===== src/rtl/tag_retire_queue.sv =====
// tag_retire_queue: in-order tag return path for the dispatcher's tag free list.
// Allocated tags are queued in program order, marked done when they show up
// on the CDB, and handed back to the free-list FIFO strictly in allocation
// order, at most one per cycle, while the FIFO is not full.
module tag_retire_queue #(
    parameter int DEPTH      = 64,
    parameter int DATA_WIDTH = 6
) (
    input  logic                  clk,
    input  logic                  rst_n,
    input  logic                  alloc_valid,
    input  logic [DATA_WIDTH-1:0] alloc_tag,
    input  logic                  cdb_tag_valid,
    input  logic [DATA_WIDTH-1:0] cdb_tag,
    input  logic                  tf_full,
    output logic                  ret_tag_valid,
    output logic [DATA_WIDTH-1:0] ret_tag,
    output logic                  full_rq,
    output logic                  empty_rq,
    output logic [DATA_WIDTH:0]   count_rq,
    output logic                  err_rq
);

    localparam int PW = DATA_WIDTH + 1;

    // Order ring; contents need no reset because pointers define validity.
    logic [DATA_WIDTH-1:0] q [DEPTH];

    // Pointers carry an extra wrap bit to tell full from empty.
    logic [PW-1:0] rp;
    logic [PW-1:0] wp;

    // Per-tag tracking bits, indexed by tag value.
    logic [DEPTH-1:0] inflight;
    logic [DEPTH-1:0] done;
    logic [DEPTH-1:0] inflight_next;
    logic [DEPTH-1:0] done_next;

    logic                  err;
    logic [DATA_WIDTH-1:0] head_tag;
    logic                  alloc_ok;
    logic                  cdb_ok;
    logic                  retire;
    logic                  err_event;

    // Occupancy flags come straight from the registered pointers.
    assign full_rq  = (rp[DATA_WIDTH-1:0] == wp[DATA_WIDTH-1:0]) &&
                      (rp[DATA_WIDTH] != wp[DATA_WIDTH]);
    assign empty_rq = (rp == wp);
    assign count_rq = wp - rp;
    assign err_rq   = err;

    // The head is read asynchronously so a done head retires on the very next edge.
    assign head_tag = q[rp[DATA_WIDTH-1:0]];

    // All acceptance decisions use registered state only; a tag being retired
    // this cycle still looks in-flight and done, so reusing it is rejected.
    assign alloc_ok  = alloc_valid && !full_rq && !inflight[alloc_tag];
    assign cdb_ok    = cdb_tag_valid && inflight[cdb_tag] && !done[cdb_tag];
    assign retire    = !empty_rq && done[head_tag] && !tf_full;
    assign err_event = (alloc_valid && !alloc_ok) || (cdb_tag_valid && !cdb_ok);

    // Per-tag next-state: retire clears, allocate arms, CDB marks done.
    // Allocate and CDB on the same tag are mutually exclusive (inflight gate),
    // and neither can hit the retiring tag, so the priority here never matters
    // for legal or illegal traffic beyond making the clear win.
    generate
        for (genvar gi = 0; gi < DEPTH; gi++) begin : g_tag
            logic hit_alloc;
            logic hit_cdb;
            logic hit_ret;

            assign hit_alloc = alloc_ok && (alloc_tag == DATA_WIDTH'(gi));
            assign hit_cdb   = cdb_ok   && (cdb_tag   == DATA_WIDTH'(gi));
            assign hit_ret   = retire   && (head_tag  == DATA_WIDTH'(gi));

            assign inflight_next[gi] = hit_ret ? 1'b0 : (inflight[gi] | hit_alloc);
            assign done_next[gi]     = (hit_ret || hit_alloc) ? 1'b0 : (done[gi] | hit_cdb);
        end
    endgenerate

    // Ring write on every accepted allocate.
    always_ff @(posedge clk) begin
        if (alloc_ok) begin
            q[wp[DATA_WIDTH-1:0]] <= alloc_tag;
        end
    end

    // Pointer advance; wraps naturally at 2**(DATA_WIDTH+1).
    always_ff @(posedge clk or negedge rst_n) begin
        if (!rst_n) begin
            rp <= '0;
            wp <= '0;
        end else begin
            if (alloc_ok) begin
                wp <= wp + PW'(1);
            end
            if (retire) begin
                rp <= rp + PW'(1);
            end
        end
    end

    // Per-tag tracking vectors.
    always_ff @(posedge clk or negedge rst_n) begin
        if (!rst_n) begin
            inflight <= '0;
            done     <= '0;
        end else begin
            inflight <= inflight_next;
            done     <= done_next;
        end
    end

    // Registered return pulse; the tag holds its value between pulses.
    always_ff @(posedge clk or negedge rst_n) begin
        if (!rst_n) begin
            ret_tag_valid <= 1'b0;
            ret_tag       <= '0;
        end else begin
            ret_tag_valid <= retire;
            if (retire) begin
                ret_tag <= head_tag;
            end
        end
    end

    // Sticky protocol-error flag, cleared only by reset.
    always_ff @(posedge clk or negedge rst_n) begin
        if (!rst_n) begin
            err <= 1'b0;
        end else if (err_event) begin
            err <= 1'b1;
        end
    end

endmodule


===== config.mk =====
export PLATFORM = sky130hd
export DESIGN_NAME = tag_retire_queue
export DESIGN_NICKNAME = d
export VERILOG_FILES = /design/src/rtl/tag_retire_queue.sv
export SDC_FILE = /design/constraint.sdc
export NUM_CORES = 1
export LEC_CHECK = 0
export ABC_CLOCK_PERIOD_IN_PS = 3900
export BUFFER_PORTS_ARGS = -buffer_cell sky130_fd_sc_hd__buf_2
export CORE_MARGIN = 8
export CORE_UTILIZATION = 45
export DETAILED_ROUTE_END_ITERATION = 6
export PLACE_DENSITY = 0.68
export SYNTH_ARGS = -nofsm -noshare
export SYNTH_HDL_FRONTEND = slang
export SYNTH_SLANG_ARGS = --single-unit

===== constraint.sdc =====
create_clock -name clk -period 3.9 [get_ports clk]
set_clock_uncertainty 0.1 [all_clocks]
set_input_delay 0.195 -clock clk [delete_from_list [all_inputs] [get_ports clk]]
set_output_delay 0.195 -clock clk [all_outputs]
set_load 0.01 [all_outputs]

======== After elaboration in Yosys (flattened, before gate mapping) ========
Memory sizes are Yosys's and may differ from the RTL's.
Index checks and enable logic that the tools add are counted.
word-level totals
  flip-flop bits (word level) ............. 150
  latch bits .............................. 0
  memory bits (writable) .................. 384
  bits in read-only memories .............. 0
  output and inout bits ................... 17
  logic and storage cells ................. 748
  memories kept ........................... 1
operators by class
  add/sub/neg operators ................... 3
  $mul .................................... 0
  divide/modulo/power cells ............... 0
  $lt $le $gt $ge ......................... 3
  eq/ne operators ......................... 192
  shift-type cells ........................ 0
  mux-type cells .......................... 138
  bitwise operators ....................... 128
  reductions and logical operators ........ 276
memory list
  memory  words  bits a word  read ports  clocked after Yosys merged registers in  write ports  RTL line  RTL
  q       64     6            1           0                                        1            27        logic [DATA_WIDTH-1:0] q [DEPTH];
operator list
  kind                 number
  $eq 6x6->1 const B   96
  $eq 6x5->1 const B   48
  $logic_and 1x1->1    201
  $eq 6x4->1 const B   24
  $mux 1               134
  $or 1x1->1           128
  $eq 6x3->1 const B   12
  $logic_or 1x1->1     65
  $eq 6x2->1 const B   6
  $bmux 1 s6           4
  $lt 6x7->1 const B   3
  $eq 6x1->1 const B   3
  $logic_not 6->1      3
  $add 7x1->7 const B  2
  $eq 7x7->1           1
  $logic_not 1->1      7
  $sub 7x7->7          1
  $eq 6x6->1           1
  $ne 1x1->1           1

======== Depth between registers and ports, before layout ========
Gate-level depths: netlist (run 1).
  depth in word-level cells ............... 8
  gate-level depth with buffers ........... 20

======== Worst setup path after synthesis (run 1) ========
OpenSTA, ideal clock, no wires.
  kind .................................... input to register
  start ................................... input alloc_tag[0]
  end ..................................... memory q[58][0], enable pin
  setup time .............................. 0.350 ns
  data arrival time ....................... 3.559 ns
  required time ........................... 3.450 ns
  slack ................................... -0.110 ns
  stages .................................. 11
  path buffers ............................ 3
  cells stage by stage .................... clkbuf_1 > buf_2 > mux4_2 > mux4_2 > mux2_2 > a211oi_1 > o21a_1 > inv_2 > or4_1 > clkbuf_1 > nor2_1
on the way
  longest elaborated chain between the ends .. 6
RTL lines
  what                          RTL line  RTL
  start, declared               12        input logic [DATA_WIDTH-1:0] alloc_tag,
  $bmux 1 s6                    58        assign alloc_ok = alloc_valid && !full_rq && !inflight[alloc_tag];
  $mux 1 (implied by the code)  58
  $logic_not 1->1               58
  $logic_and 1x1->1             58
  $mux 1                        84        if (alloc_ok) begin
  $mux 1 (implied by the code)  85        q[wp[DATA_WIDTH-1:0]] <= alloc_tag;
  end, declared                 27
No other way between the ends. The select of a mux whose other input is x is not followed.

======== Worst setup path in the final report (run 1) ========
  start ................................... register rp[0]
  end ..................................... register done[28]
on the way
  longest elaborated chain between the ends .. 8
  elaborated cells on any way between the ends .. 17
  those cells by class .................... eq/ne: 3; mux: 3; reduce/logical: 10; memory: 1
RTL lines
  what                                                                    RTL line  RTL
  start, declared                                                         30        logic [PW-1:0] rp;
  start signal, assigned                                                  99        rp <= rp + PW'(1);
  $mem_v2 64x6 / $eq 6x6->1 (equally long branches)                       n/a
  $bmux 1 s6 / $logic_and 1x1->1 (equally long branches)                  60, 47
  $mux 1 (implied by the code) / $logic_not 1->1 (equally long branches)  60, 58
  $logic_and 1x1->1 (on tied branches) (2 in series)                      60, 58
  $logic_and 1x1->1 (on tied branches)                                    75, 73
  $logic_or 1x1->1 (*)                                                    78        assign done_next[gi] = (hit_ret || hit_alloc) ? 1'b0 : (done[gi] | hit_cdb);
  $mux 1 (*)                                                              78
  via done_next[28]                                                       37        logic [DEPTH-1:0] done_next;
  end signal, assigned                                                    111       done <= done_next;
  end, declared                                                           35        logic [DEPTH-1:0] done;
Mark *: on every way through the listed nets, which the timed path passes. The rest lies on a longest branch. The select of a mux whose other input is x is not followed.
A chain may end at the register's enable or synchronous reset.

==> impl_metrics.ini, run 1 <==
[clocking]
clk_pin_slew_worst_paths_ps = 60
cts_buffers = 55
tritoncts = done
clockBufferDepth = 3
cts_sinks = 534
cts-root-buf = clkbuf_16
htree_levels = 2
insertion_delay_ps = 640

[synthesis]
ys.flop_type = edfxtp_1
ys_types = 68
syn_area_per_cell_um2 = 13.3
yosysTopAreaCell = edfxtp_1
synthMostInstantiatedCell = edfxtp_1
async_reset_ff_share_pct = 28.1
synth-seq-cells = 534
yosysWarnings = 0
syn_inst = 1820
mappedNetlistArea_um2 = 24100
synth_commonest_cells = edfxtp_1 (384), nor2_1 (249), a21oi_1 (158), dfrtp_1 (150), nand2_1 (92)
synth_top_area_share_pct = 47.8
ys_seq_area_share_pct = 63.3
ys_top_cells_by_area = edfxtp_1 (48%), dfrtp_1 (16%), mux4_2 (7.8%)
synth_edf_count = 384
syn-num-nets = 1846

[route]
ant_nets = 0
dr.pass1.iters = 5
post_drt_wl_per_cell_um = 27.3
drt-initial-drc-count = 2509
via_per_inst = 6.24
vias = 18100
wl_mm = 79.2
drc = 0

[place]
gp_congestion = 1.02
portBuffers = 33
placed_cells = 2750
hpwl_mm = 53.2

[critical_path]
cp.arrival_ps = 4630
critPathLaunchType = flop
r2r-end = done[28]
critPathKind = flop to flop
r2r_slack_ps = -320
worstPathMaxFanout = 16
worstReg2RegStart = rp[0]
cp-end-kind = flop
rr_worst_depth = 18
crit_required_ps = 4310

[die]
die_h_um = 248
row_count = 85
die_area_um2 = 61300
placeableCoreArea_um2 = 53400
dieWidth_um = 248
io_pins = 34
initial_core_util_pct = 45.2

[timing]
fin_tns_setup_ps = -35420
post-route-period-util_pct = 108
slew_headroom_pct = 4.81
setup_violations = 142
min_period_ps = 4220
slew_viol_final = 0
fin_ws_ps = -320
grt_setup_unrepaired = true
tightest_slew_ps = 1420
hold_viol_final = 0
fmax_ghz = 0.237

[min_path]
worstHoldStart = cdb_tag[4]
holdPathStages = 6
holdCritPathClass = input port to flop
hold_path_end = done[0]

[flow_run]
maxCapViolations = 0

[pwr]
ir_drop_uv = 656
power.density_nw_per_um2 = 881
p_leak_nw = 11.2

[grt]
use_met2_pct = 38.5
top_usage_layer = met2
grt_pass1_wl_mm = 114
globalRouteMet3Util_pct = 6.46
track_usage_pct = 25.2
grt_pass1_vias = 17800
overflow = 0
antenna_found_initial = 1
met1_usage_pct = 34.1
grt_max_degree = 94

[final_layout]
areaGrowthSynthToFinish_pct = 26.7
final_layout_size_suffix_gt1_share_pct = 32.9
instances_no_fill = 2904
num-nets-final = 2189

[outcome]
violations = negative setup slack
status = complete, but fails checks
==> stage by stage <==
stage | utilization (%) | power, mW | worst slack, ps | hold slack [ps] | cell area, µm²
floorplan | - | 13.5 | -10.0 | -201 | 24200
CTS | 56.2 | 25.6 | -172 | 92.4 | 30000
finish | 57.3 | 26.9 | -320 | 108 | 30600
global placement | 51.2 | 18.4 | -463 | 237 | 27300
global route | 57.3 | 27.9 | -407 | 122 | 30600
detailed placement | 51.2 | 18.6 | -528 | 246 | 27300
==> cells in the final DEF, fill, tap and decap left out, types with 12 or more instances in the layout <==
cell       count
buf_12        27
nor2_1       225
nor3_1        12
mux2i_1       68
nor3b_1       33
nand3_1       33
mux4_2        84
buf_4        301
nor2b_1       17
a31oi_1       23
inv_1         47
clkbuf_16     60
a211oi_2      31
buf_2         31
nor2_2        19
dfrtp_1      147
a211oi_1      55
a21oi_1      145
a22oi_1       40
buf_6         24
nand2_1       88
a311oi_1      18
edfxtp_1     384
a21oi_2       12
==> power breakdown <==
| group | total [mW] | internal [mW] | switching (mW) | leakage (nW) |
|---|---|---|---|---|
| sequential | 7.61 | 6.86 | 0.753 | 5.40 |
| combinational | 13.9 | 6.22 | 7.67 | 4.92 |
| clock | 5.43 | 3.12 | 2.30 | 0.903 |
| total | 26.9 | 16.2 | 10.7 | 11.2 |
==> worst max path at each step <==
stage                  from       end  slack [ps]  cells past startpoint
6_report              rp[0]  done[28]        -320                     18
5_1_grt               rp[0]  done[28]        -410                     18
4_1_cts               rp[0]   done[8]        -170                     19
3_5_place_dp          rp[2]   done[6]        -530                     19
3_3_place_gp          rp[2]   done[6]        -460                     19
2_1_floorplan  alloc_tag[0]  q[58][0]         -10                     11
==> worst max-delay path, stage by stage, from the launching register on <==
cell       delay, ps
dfrtp_4          500
buf_12           160
buf_12           150
mux2i_4          180
a22oi_2          180
a21oi_2          100
or4_4            580
buf_6            150
mux2i_4          170
buf_12           150
mux2i_2           70
a22oi_1          270
a211oi_2         120
nor4_1           310
nand4_1          190
buf_4            210
nor2_4           200
clkbuf_16        240
a211oi_1          90
==> cell type report <==
class | count | area [µm²]
antenna | 2 | 5.00
tap | 696 | 871
inverter | 51 | 195
multi-input combinational | 1124 | 8870
sequential | 534 | 15300
fill | 4230 | 22800
timing repair buffer | 397 | 3480
clock buffer | 63 | 1440
clock inverter | 37 | 427
==> sequential cells by signal, summed over array words and instances, names as in the netlist <==
name,count
rp,7
err_rq,1
q,384
wp,7
done,64
ret_tag,6
inflight,64
ret_tag_valid,1
==> metal layers <==
metal	vias up	part of all wire [%]	wire length [µm]
met4	0	4.8	3820
met3	252	11	8810
li1	7700	-	-
met1	9044	40	31400
met2	1121	44	35200
met5	-	0	0
==> repair_timing <==
action                                  CTS  global route
hold endpoints to repair                 96             0
setup buffers                            26            18
cloned                                    4             4
hold buffers                              4             0
resized for setup                       115            94
pin swaps                                22            13
endpoints found under the setup margin  142           311
==> logic make-up (layout without fill, tap and decap cells) <==
group	Yosys count	after routing	synth area share (%)
multiplexers	169	169	11.5
AND/OR/NAND/NOR	502	502	9.47
flip-flops	534	534	63.3
adder cells (fa/ha/maj)	9	9	0.498
XOR/XNOR	17	17	0.617
other	0	2	0
AO/OA/AOI/OAI	427	427	11.6
buffers and inverters	162	548	3.00
(Power assumes the default switching activity.)
==> run 2, diff against run 1 <==
--- a/config.mk
+++ b/config.mk
@@ -5,12 +5,14 @@
 export SDC_FILE = /design/constraint.sdc
 export NUM_CORES = 1
 export LEC_CHECK = 0
-export ABC_CLOCK_PERIOD_IN_PS = 3900
+export ABC_CLOCK_PERIOD_IN_PS = 5200
 export BUFFER_PORTS_ARGS = -buffer_cell sky130_fd_sc_hd__buf_2
+export CELL_PAD_IN_SITES_DETAIL_PLACEMENT = 1
+export CELL_PAD_IN_SITES_GLOBAL_PLACEMENT = 2
 export CORE_MARGIN = 8
 export CORE_UTILIZATION = 45
 export DETAILED_ROUTE_END_ITERATION = 6
-export PLACE_DENSITY = 0.68
+export PLACE_DENSITY = 0.85
 export SYNTH_ARGS = -nofsm -noshare
 export SYNTH_HDL_FRONTEND = slang
 export SYNTH_SLANG_ARGS = --single-unit
==> constraint.sdc (replaced) <==
create_clock -name clk -period 5.2 [get_ports clk]
set_clock_uncertainty 0.1 [all_clocks]
set_input_delay 0.26 -clock clk [delete_from_list [all_inputs] [get_ports clk]]
set_output_delay 0.26 -clock clk [all_outputs]
set_load 0.01 [all_outputs]
==> impl_metrics.ini, run 2 (same netlist as run 1, synthesis figures left out) <==
[timing]
slew_viol_final = 0
setup_violations = 0
fin_tns_setup_ps = 0
min_period_ps = 5090
post-route-period-util_pct = 97.9
fmax_ghz = 0.196
slew_headroom_pct = 28.2
tightest_slew_ps = 1070
grt_setup_unrepaired = false
hold_viol_final = 0

[clocking]
insertion_delay_ps = 650
cts-root-buf = clkbuf_16
htree_levels = 2
cts_sinks = 534
clk_pin_slew_worst_paths_ps = 70
clockBufferDepth = 3
cts_buffers = 54
tritoncts = done

[route]
wl_mm = 80.7
vias = 17000
drc = 0
post_drt_wl_per_cell_um = 30.7
dr.pass1.iters = 7
ant_nets = 0
drt-initial-drc-count = 1903
via_per_inst = 6.47

[final_layout]
num-nets-final = 1907
final_common_cell = edfxtp_1
fillers = 5382
largest_reg_flops = 384
areaGrowthSynthToFinish_pct = 12.6
layout_common_cells = edfxtp_1 (384), nor2_1 (246), a21oi_1 (158), dfrtp_1 (146), nand2_1 (92)
final_layout_size_suffix_gt1_share_pct = 16.0

[flow_run]
maxCapViolations = 0

[die]
initial_core_util_pct = 45.2
die_area_um2 = 61300
io_pins = 34
dieWidth_um = 248
row_count = 85
die_h_um = 248
placeableCoreArea_um2 = 53400

[pwr]
power.density_nw_per_um2 = 625
ir_drop_uv = 386
p_leak_nw = 9.49
power_mw = 17.0

[critical_path]
crit_slowest_cell = dfrtp_4
critPathLaunchType = flop
cp-end-kind = flop
cp.arrival_ps = 5420
worstReg2RegStart = rp[2]
endpoint = done[42]
crit_start = rp[2]
crit_chain = nor2b_1 > a22oi_1 > a21oi_1 > or4_1 > buf_4 > a2bb2oi_1 > nor4b_1 > o2111ai_1 > o311ai_1 > nor4_1 > nand4_1 > buf_12 > nor2_2 > buf_12 > a211oi_1
max_stage_delay_ps = 870
worstPathMaxFanout = 37
r2r_slack_ps = 110
rr_worst_depth = 15
r2r-end = done[42]
crit_required_ps = 5530
cp_common_cell = buf_12
critPathKind = flop to flop

[place]
portBuffers = 33
gp_congestion = 0.943
hpwl_mm = 56.4

[grt]
grt_pass1_vias = 17800
grt_pass1_wl_mm = 119
overflow = 0
track_usage_pct = 26.4
grt_max_degree = 79
antenna_found_initial = 5

[min_path]
holdCritPathClass = input port to flop

[outcome]
status = finished, final reports clean
-- run 2: changes by cell type in the layout (fill, tap and decap cells not counted), moves of 12 or more --
cell	before	now
nor2_1	225	246
a211oi_1	55	86
a21oi_2	12	0
a21oi_1	145	158
buf_6	24	1
a211oi_2	31	0
nor2_2	19	3
buf_12	27	8
buf_4	301	72
-- run 2: critical path: cells and delay by family (launching register included) --
kind | cells | cell delay [ps]
flip-flops | 1 | 870
buffers and inverters | 3 | 700
AO/OA/AOI/OAI | 6 | 1380
AND/OR/NAND/NOR | 6 | 1810
-- run 2: repair_timing --
item                       in CTS  in global routing
gates resized for setup         2                  4
setup endpoints to repair     130                129
hold buffers                    4                  0
buffers inserted                0                  0
hold endpoints to repair       79                  0
cloned                          0                  0
-- run 2: final cells by class --
cell class	count	area [µm²]	share of cell area (%)
antenna	3	7.51	0.0276
clock buffer	68	1420	5.24
clock inverter	34	309	1.14
inverter	51	191	0.705
multi-input combinational	1124	8160	30.0
sequential	534	15300	56.3
tap	696	871	3.21
timing repair buffer	116	907	3.34
-- run 2: how the worst min path moves through the flow --
stage,start,end,slack (ps),depth (start not counted)
2_1_floorplan,rst_n,done[0],-140,0
3_3_place_gp,rst_n,done[9],240,1
3_5_place_dp,rst_n,done[9],260,1
4_1_cts,alloc_tag[0],q[32][0],1,1
5_1_grt,alloc_tag[0],q[32][0],20,1
6_report,alloc_tag[0],q[2][0],20,1
-- run 2: routing by layer --
metal  routed length (µm)  vias up  global-route usage (%)
met5                   11        -                       0
met4                 2990        2                    9.98
met3                 8130      173                    6.76
met1                32900     8789                    36.4
met2                36600      896                    40.1
li1                     -     7125                       -
-- run 2: stage by stage --
stage / util, % / instances / instance area (µm²) / setup slack, ps / hold WS (ps)
3_5_place_dp: 47.5 / 2517 / 25400 / -166 / 259
6_report: 50.9 / 2626 / 27200 / 108 / 18.6
2_1_floorplan: - / 1820 / 24100 / 1130 / -136
5_1_grt: 50.9 / 2624 / 27200 / 3.30 / 15.9
3_3_place_gp: 47.5 / 2517 / 25400 / -7.29 / 245
4_1_cts: 50.9 / 2623 / 27200 / 94.6 / 0.967
-- run 2: power breakdown --
| group | leakage (nW) | switching (mW) | internal (mW) |
|---|---|---|---|
| sequential | 5.40 | 0.741 | 5.15 |
| combinational | 3.26 | 4.62 | 2.65 |
| clock | 0.838 | 1.73 | 2.11 |
| total | 9.49 | 7.09 | 9.90 |
